===== config.mk =====
export PLATFORM = sky130hd
export DESIGN_NAME = muldiv_sequencer
export DESIGN_NICKNAME = d
export VERILOG_FILES = /design/src/rtl/muldiv_sequencer.sv
export SDC_FILE = /design/constraint.sdc
export NUM_CORES = 1
export LEC_CHECK = 0
export CORE_MARGIN = 2
export CORE_UTILIZATION = 60
export DETAILED_ROUTE_END_ITERATION = 12
export DONT_BUFFER_PORTS = 1
export GPL_TIMING_DRIVEN = 1
export PLACE_DENSITY = 0.86
export SETUP_SLACK_MARGIN = 0.1
export SYNTH_ARGS = -nofsm -noshare
export SYNTH_HDL_FRONTEND = slang
export SYNTH_SLANG_ARGS = --single-unit

===== constraint.sdc =====
create_clock -name clk -period 3.95 [get_ports clk]
set_clock_uncertainty 0.05 [all_clocks]
set_input_delay 0.5925 -clock clk [delete_from_list [all_inputs] [get_ports clk]]
set_output_delay 0.5925 -clock clk [all_outputs]
set_load 0.005 [all_outputs]

===== src/rtl/muldiv_sequencer.sv =====
// Shift-add multiplier / restoring divider sequencer driving a shared external 16-bit ALU.
// Optional divide support is compiled in with `define MULDIV_DIV_EN.
module muldiv_sequencer (
  input  logic        clk,
  input  logic        rst,
  input  logic        start,
  input  logic        op,
  input  logic [15:0] opa,
  input  logic [15:0] opb,
  output logic        busy,
  output logic        done,
  output logic [31:0] result,
  output logic        err,
  output logic [15:0] alu_a,
  output logic [15:0] alu_b,
  output logic [2:0]  alu_ctrl,
  input  logic [16:0] alu_res
);

  localparam logic [2:0] ALU_ADD  = 3'b000;
  localparam logic [2:0] ALU_SUB  = 3'b001;
  localparam logic [2:0] ALU_MOVE = 3'b010;

`ifdef MULDIV_DIV_EN
  typedef enum logic [1:0] {IDLE = 2'd0, MUL = 2'd1, DIV = 2'd2, DONE = 2'd3} state_t;
`else
  typedef enum logic [1:0] {IDLE = 2'd0, MUL = 2'd1, DONE = 2'd3} state_t;
`endif

  state_t      state, state_n;
  logic [3:0]  cnt;
  logic [15:0] m_q;      // multiplicand for MUL, divisor for DIV
  logic [31:0] p, p_n;   // MUL: product P; DIV: {R[15:0], Q}
  logic        abort;
  logic        err_q;
  logic [31:0] result_q;

  assign busy   = (state != IDLE) && (state != DONE);
  assign done   = (state == DONE);
  assign result = result_q;
  assign err    = err_q;

  always_comb begin
    state_n  = state;
    p_n      = p;
    alu_a    = '0;
    alu_b    = '0;
    alu_ctrl = ALU_MOVE;
    case (state)
      IDLE: begin
        if (start) begin
`ifdef MULDIV_DIV_EN
          state_n = op ? DIV : MUL;
`else
          // Unsupported DIV passes one cycle through MUL with abort set, matching div-by-zero timing.
          state_n = MUL;
`endif
        end
      end
      MUL: begin
        if (abort) begin
          state_n = DONE;
        end else begin
          alu_ctrl = ALU_ADD;
          alu_a    = p[31:16];
          alu_b    = p[0] ? m_q : '0;
          p_n      = {alu_res, p[15:1]};
          if (cnt == 4'd15) state_n = DONE;
        end
      end
`ifdef MULDIV_DIV_EN
      DIV: begin
        if (abort) begin
          state_n = DONE;
        end else begin
          // S = {R, Q[15]} is p[31:15]; R never exceeds 16 bits so S[16] is p[31].
          alu_ctrl = ALU_SUB;
          alu_a    = p[30:15];
          alu_b    = m_q;
          if (p[31] || !alu_res[16]) p_n = {alu_res[15:0], p[14:0], 1'b1};
          else                       p_n = {p[30:15], p[14:0], 1'b0};
          if (cnt == 4'd15) state_n = DONE;
        end
      end
`endif
      DONE:    state_n = IDLE;
      default: state_n = IDLE;
    endcase
  end

  always_ff @(posedge clk) begin
    if (rst) begin
      state    <= IDLE;
      cnt      <= '0;
      m_q      <= '0;
      p        <= '0;
      abort    <= 1'b0;
      err_q    <= 1'b0;
      result_q <= '0;
    end else begin
      state <= state_n;
      if (state == IDLE && start) begin
        m_q   <= op ? opb : opa;
        p     <= {16'h0000, op ? opa : opb};
        cnt   <= '0;
        err_q <= 1'b0;
`ifdef MULDIV_DIV_EN
        abort <= op && (opb == '0);
`else
        abort <= op;
`endif
      end else if (busy) begin
        p   <= p_n;
        cnt <= cnt + 4'd1;
        if (state_n == DONE) begin
          err_q <= abort;
          if (!abort) begin
            result_q <= p_n;
          end else begin
`ifdef MULDIV_DIV_EN
            result_q <= {p[15:0], 16'hFFFF};
`else
            result_q <= '0;
`endif
          end
        end
      end
    end
  end

endmodule


Word level (Yosys, flattened, before mapping)
Cells that the tools add are included.

storage, ports and cells
  bits in registers = 88
  bits of input ports = 53
  output and inout port bits = 70
  logic and storage cells = 41

operators by class
  $add $sub $neg = 1
  eq/ne operators = 5
  multiplexer cells = 18
  bitwise gates (word level) = 1
  reductions and logical operators = 8

operators with widths
  kind                   number
  $mux W16               9
  $mux W32               3
  $mux W2                5
  $add A4 B1 Y4 const B  1
  $eq A2 B2 Y1 const B   2
  $eq A4 B4 Y1 const B   1
  $pmux W2 S2            1
  $reduce_bool A2 Y1     2
  $reduce_and A3 Y1      1
  $eq A2 B1 Y1 const B   1
  $logic_and A1 B1 Y1    2
  $logic_not A2 Y1       1
  $ne A2 B2 Y1 const B   1
  $reduce_and A2 Y1      1
  $reduce_or A2 Y1       1
  $not A1 Y1             1

Logic depth before layout (Yosys ltp)
  depth after elaboration = 6
  mapped depth = 8
  gate-level depth less buffers = 6

Least setup slack after synthesis
Ideal clock, no wire load.

  kind = reg-to-output
  start = register state[0]
  end = output alu_b[10]
  arrival time = 1530 ps
  required time = 3307 ps
  setup slack = 1778 ps
  cell stages (with the launch flop) = 7
  buffers on the path = 3
  path through = dfxtp_1 > ha_1 > nor2b_1 > buf_2 > buf_2 > clkbuf_1 > and3_1

on the way
  word-level cells in the longest chain between the ends = 2

RTL lines
  what                    line  source
  from (decl)             30    state_t state, state_n;
  from (signal assigned)  101   state <= state_n;
  $eq A2 B1 Y1            49    case (state)
  $mux W16                49
  to (decl)               15    output logic [15:0] alu_b,

Every way passes these cells.

Worst setup path in the final report
  start = register state[0]
  end = output alu_b[12]

The elaborated chain is that of the path after synthesis.

==> summary.md <==
| Metric | Value |
|---|---|
| WL/cell | `around 18 um` |
| Pre-Repair DR Iteration Count | `4` |
| First-pass GRT wire length | `between 15 and 20 mm` |
| Critical path class | `flop to output pin` |
| DIE AREA | `between 7000 and 8000 um2` |
| Uppermost routed layer | `met4` |
| Final net count | `about 510` |
| Clock-pin slew on the worst setup and hold paths | `approximately 90 ps` |
| Metal2 WL | `between 4 and 5 mm` |
| Total CTS buffers | `9` |
| CP delay by family, top | `buffers and inverters` |
| Slew at the pin closest to its max-slew limit | `about 1100 ps` |
| Port bufs | `0` |
| Startpoint type of the worst setup path | `flop` |
| Area delta synth->final | `3.32%` |
| Met3 wire len | `slightly above 700 um` |
| Post-Syn Area per Cell | `8.95 um2` |
| Largest net degree at the start of global routing | `56` |
| Slew Viols, Final | `0` |
| Max-cap viol count | `0` |
| PwrDens | `between 400 and 500 nW/um2` |
| Sw Pwr | `0.000566 W` |
| Commonest cells after routing, fill and taps aside | `dfxtp_1, mux2i_1, nand2_1, nor2_1, a21oi_1` |
| CP peak stage delay | `approximately 440 ps` |
| Initial antenna violation count | `0` |
| Crit path max-delay cell type | `nor2b_4` |
| CP Capture Type | `output pin` |
| YS warnings | `0` |
| Req. time, crit path | `3310 ps` |
| Worst-skew pair later-pin latency | `between 300 and 400 ps` |
| Most common cell after layout, fill and taps aside | `dfxtp_1` |
| Total gr overflow | `0` |
| # rows | `31` |
| Pint | `0.00135 W` |
| CTS Buffer Depth | `2` |
| I/O pin cnt | `around 120` |
| DR vias/cell | `between 6 and 7` |
| Post-CTS Setup Bufs | `0` |
| Die Span X | `89.3 um` |
| Gr usage total | `between 20% and 30%` |
| Share of cells above drive strength 1 | `under 10%` |
| Placed cell area | `4310 um2` |
| RSZ-0062 raised after global routing | `false` |
| Post-CTS sizing | `0` |
| TritonCTS clock tree | `yes` |
| Switching part of the total | `between 20 and 30%` |
| Gate Count Post-Synth | `around 500` |
| Detailed Place HPWL | `~7 mm` |
| Initial Utilization | `61.2%` |
| GPL Wtd Cong | `0.846` |
| Final Hold Fails | `0` |
| Pleak | `approximately 1.6 nW` |
| VDD IR max | `between 0.0002 and 0.0003 V` |
| Clock Tree Root | `clkbuf_8` |
| Fill count | `around 600` |
| CP Max Fanout | `32` |
| Vias in the first global route | `~3200` |
| DRC | `0` |
| Buf+Inv Stages, Crit Path | `2` |
| Tcrit/Tclk final | `between 70 and 80%` |
| Final wirelength | `roughly 10 mm` |
| Post-synth design cell area | `around 4400 um2` |
| Die Ht | `89.3 um` |
| Vias after detailed routing | `3411` |
| M1 wire length | `4.19 mm` |
| Critical Path AT | `~2400 ps` |
| Clock power share | `approximately 34%` |
| Hold WC Path Type | `input pin to flop` |
| Final ANT Viol Nets | `0` |
| Combinational share of power | `between 15 and 20%` |
| Slew HR | `29.1%` |
| CTS sink cnt | `between 80 and 90` |
| 1st-iter DRT viols | `154` |
| Core footprint | `~7000 um2` |
| Max Fclk | `between 300 and 400 MHz` |
| Setup TNS | `0 ps` |
| Tmin final | `between 3000 and 4000 ps` |
| Endpoints failing setup | `0` |
| Cell variety after synth | `40` |
| Yosys reg bits | `88` |
| CTS Hold Bufs | `0` |
| Worst-path cell chain | `ha_1, buf_4, nor2b_4, buf_4, and3_1` |
| Fin area | `between 4000 and 5000 um2` |
| Status | `completed` |
| Seq pwr share | `between 50% and 60%` |
| CTS H-tree lvls | `3` |
| Inserted Diodes | `0` |
| Most used cell, CP | `buf_4` |
| Seq/Total Area, Yosys | `between 40% and 50%` |
-- cells by family after synthesis --
| group | count (synthesis) | synth area share [%] |
|---|---|---|
| AND/OR/NAND/NOR | 167 | 19.6 |
| AO/OA/AOI/OAI | 113 | 18.9 |
| flip-flops | 88 | 40.4 |
| multiplexers | 60 | 13.8 |
| buffers and inverters | 51 | 5.22 |
| adder cells (fa/ha/maj) | 5 | 1.43 |
| XOR/XNOR | 3 | 0.602 |
| other | 1 | 0.0859 |
-- metal layers --
layer	GRT usage (%)	up-vias
li1	-	1689
met5	0	-
met3	7.02	23
met4	10.9	0
met1	31.9	1591
met2	42.5	108
-- layout make-up --
type / instances / area [um2] / share of cell area (%)
clock buffer: 9 / 124 / 2.75
clock inverter: 7 / 80.1 / 1.78
inverter: 3 / 11.3 / 0.250
multi-input combinational: 350 / 2390 / 52.9
sequential: 88 / 1760 / 39.1
tap: 99 / 124 / 2.75
timing repair buffer: 3 / 22.5 / 0.499
-- worst paths after layout --
check             slack (ps)           startpoint  cells past startpoint                 endpoint
setup / recovery         870  state[0]$_SDFF_PP0_                      5                alu_b[12]
hold / removal           240                  rst                      1  result[18]$_SDFFE_PP0P_
setup reg to reg         960  state[0]$_SDFF_PP0_                      6  result[22]$_SDFFE_PP0P_
hold reg to reg          420   p[24]$_SDFFE_PP0P_                      2       p[24]$_SDFFE_PP0P_
-- cell usage after synthesis (all sizes together) --
master	number	share of area, %
a211oi	21	3.6
a21boi	1	0.17
a21o	1	0.20
a21oi	35	4.0
a22o	11	2.2
a311o	1	0.26
a311oi	5	1.0
a31oi	1	0.49
and2	19	2.7
and3	17	2.4
buf	17	2.3
clkbuf	31	2.7
conb	1	0.086
dfxtp	88	40
ha	5	1.4
inv	3	0.26
mux2i	60	14
nand2	48	4.2
nand2b	1	0.14
nand3b	11	1.9
nand4	1	0.14
nor2	44	3.8
nor2b	7	1.1
o2111a	1	0.26
o2111ai	1	0.60
o21ai	18	2.1
o21ba	1	0.23
o221a	11	2.8
o2bb2ai	5	1.0
or2	1	0.14
or3	2	0.29
or4	16	2.8
xnor2	1	0.20
xor2	2	0.40
-- metrics by stage --
stage                     hold WS (ps)  setup slack, ps  instances  util [%]  total power [W]
after global placement             401             1200        543      60.3          0.00128
after floorplan                    394             1780        489         -          0.00126
final                              242              874        559      63.2          0.00192
after global routing               214              649        559      63.2          0.00200
after CTS                          227              841        559      63.2          0.00193
after detailed placement           405             1010        543      60.3          0.00129
-- sequential cells by signal (all words and copies together) (netlist names) --
register,count
abort,1
m_q,16
p,32
err,1
cnt,4
result,32
state,2
-- power groups by stage --
stage | combinational [W] | clock [W] | sequential (W)
global route | 0.000346 | 0.000685 | 0.000973
floorplan | 0.000286 | 0 | 0.000973
CTS | 0.000309 | 0.000652 | 0.000966
detailed placement | 0.000307 | 0 | 0.000987
global placement | 0.000298 | 0 | 0.000985
finish | 0.000308 | 0.000645 | 0.000967
Note: power is estimated with default switching activity, not from simulation.
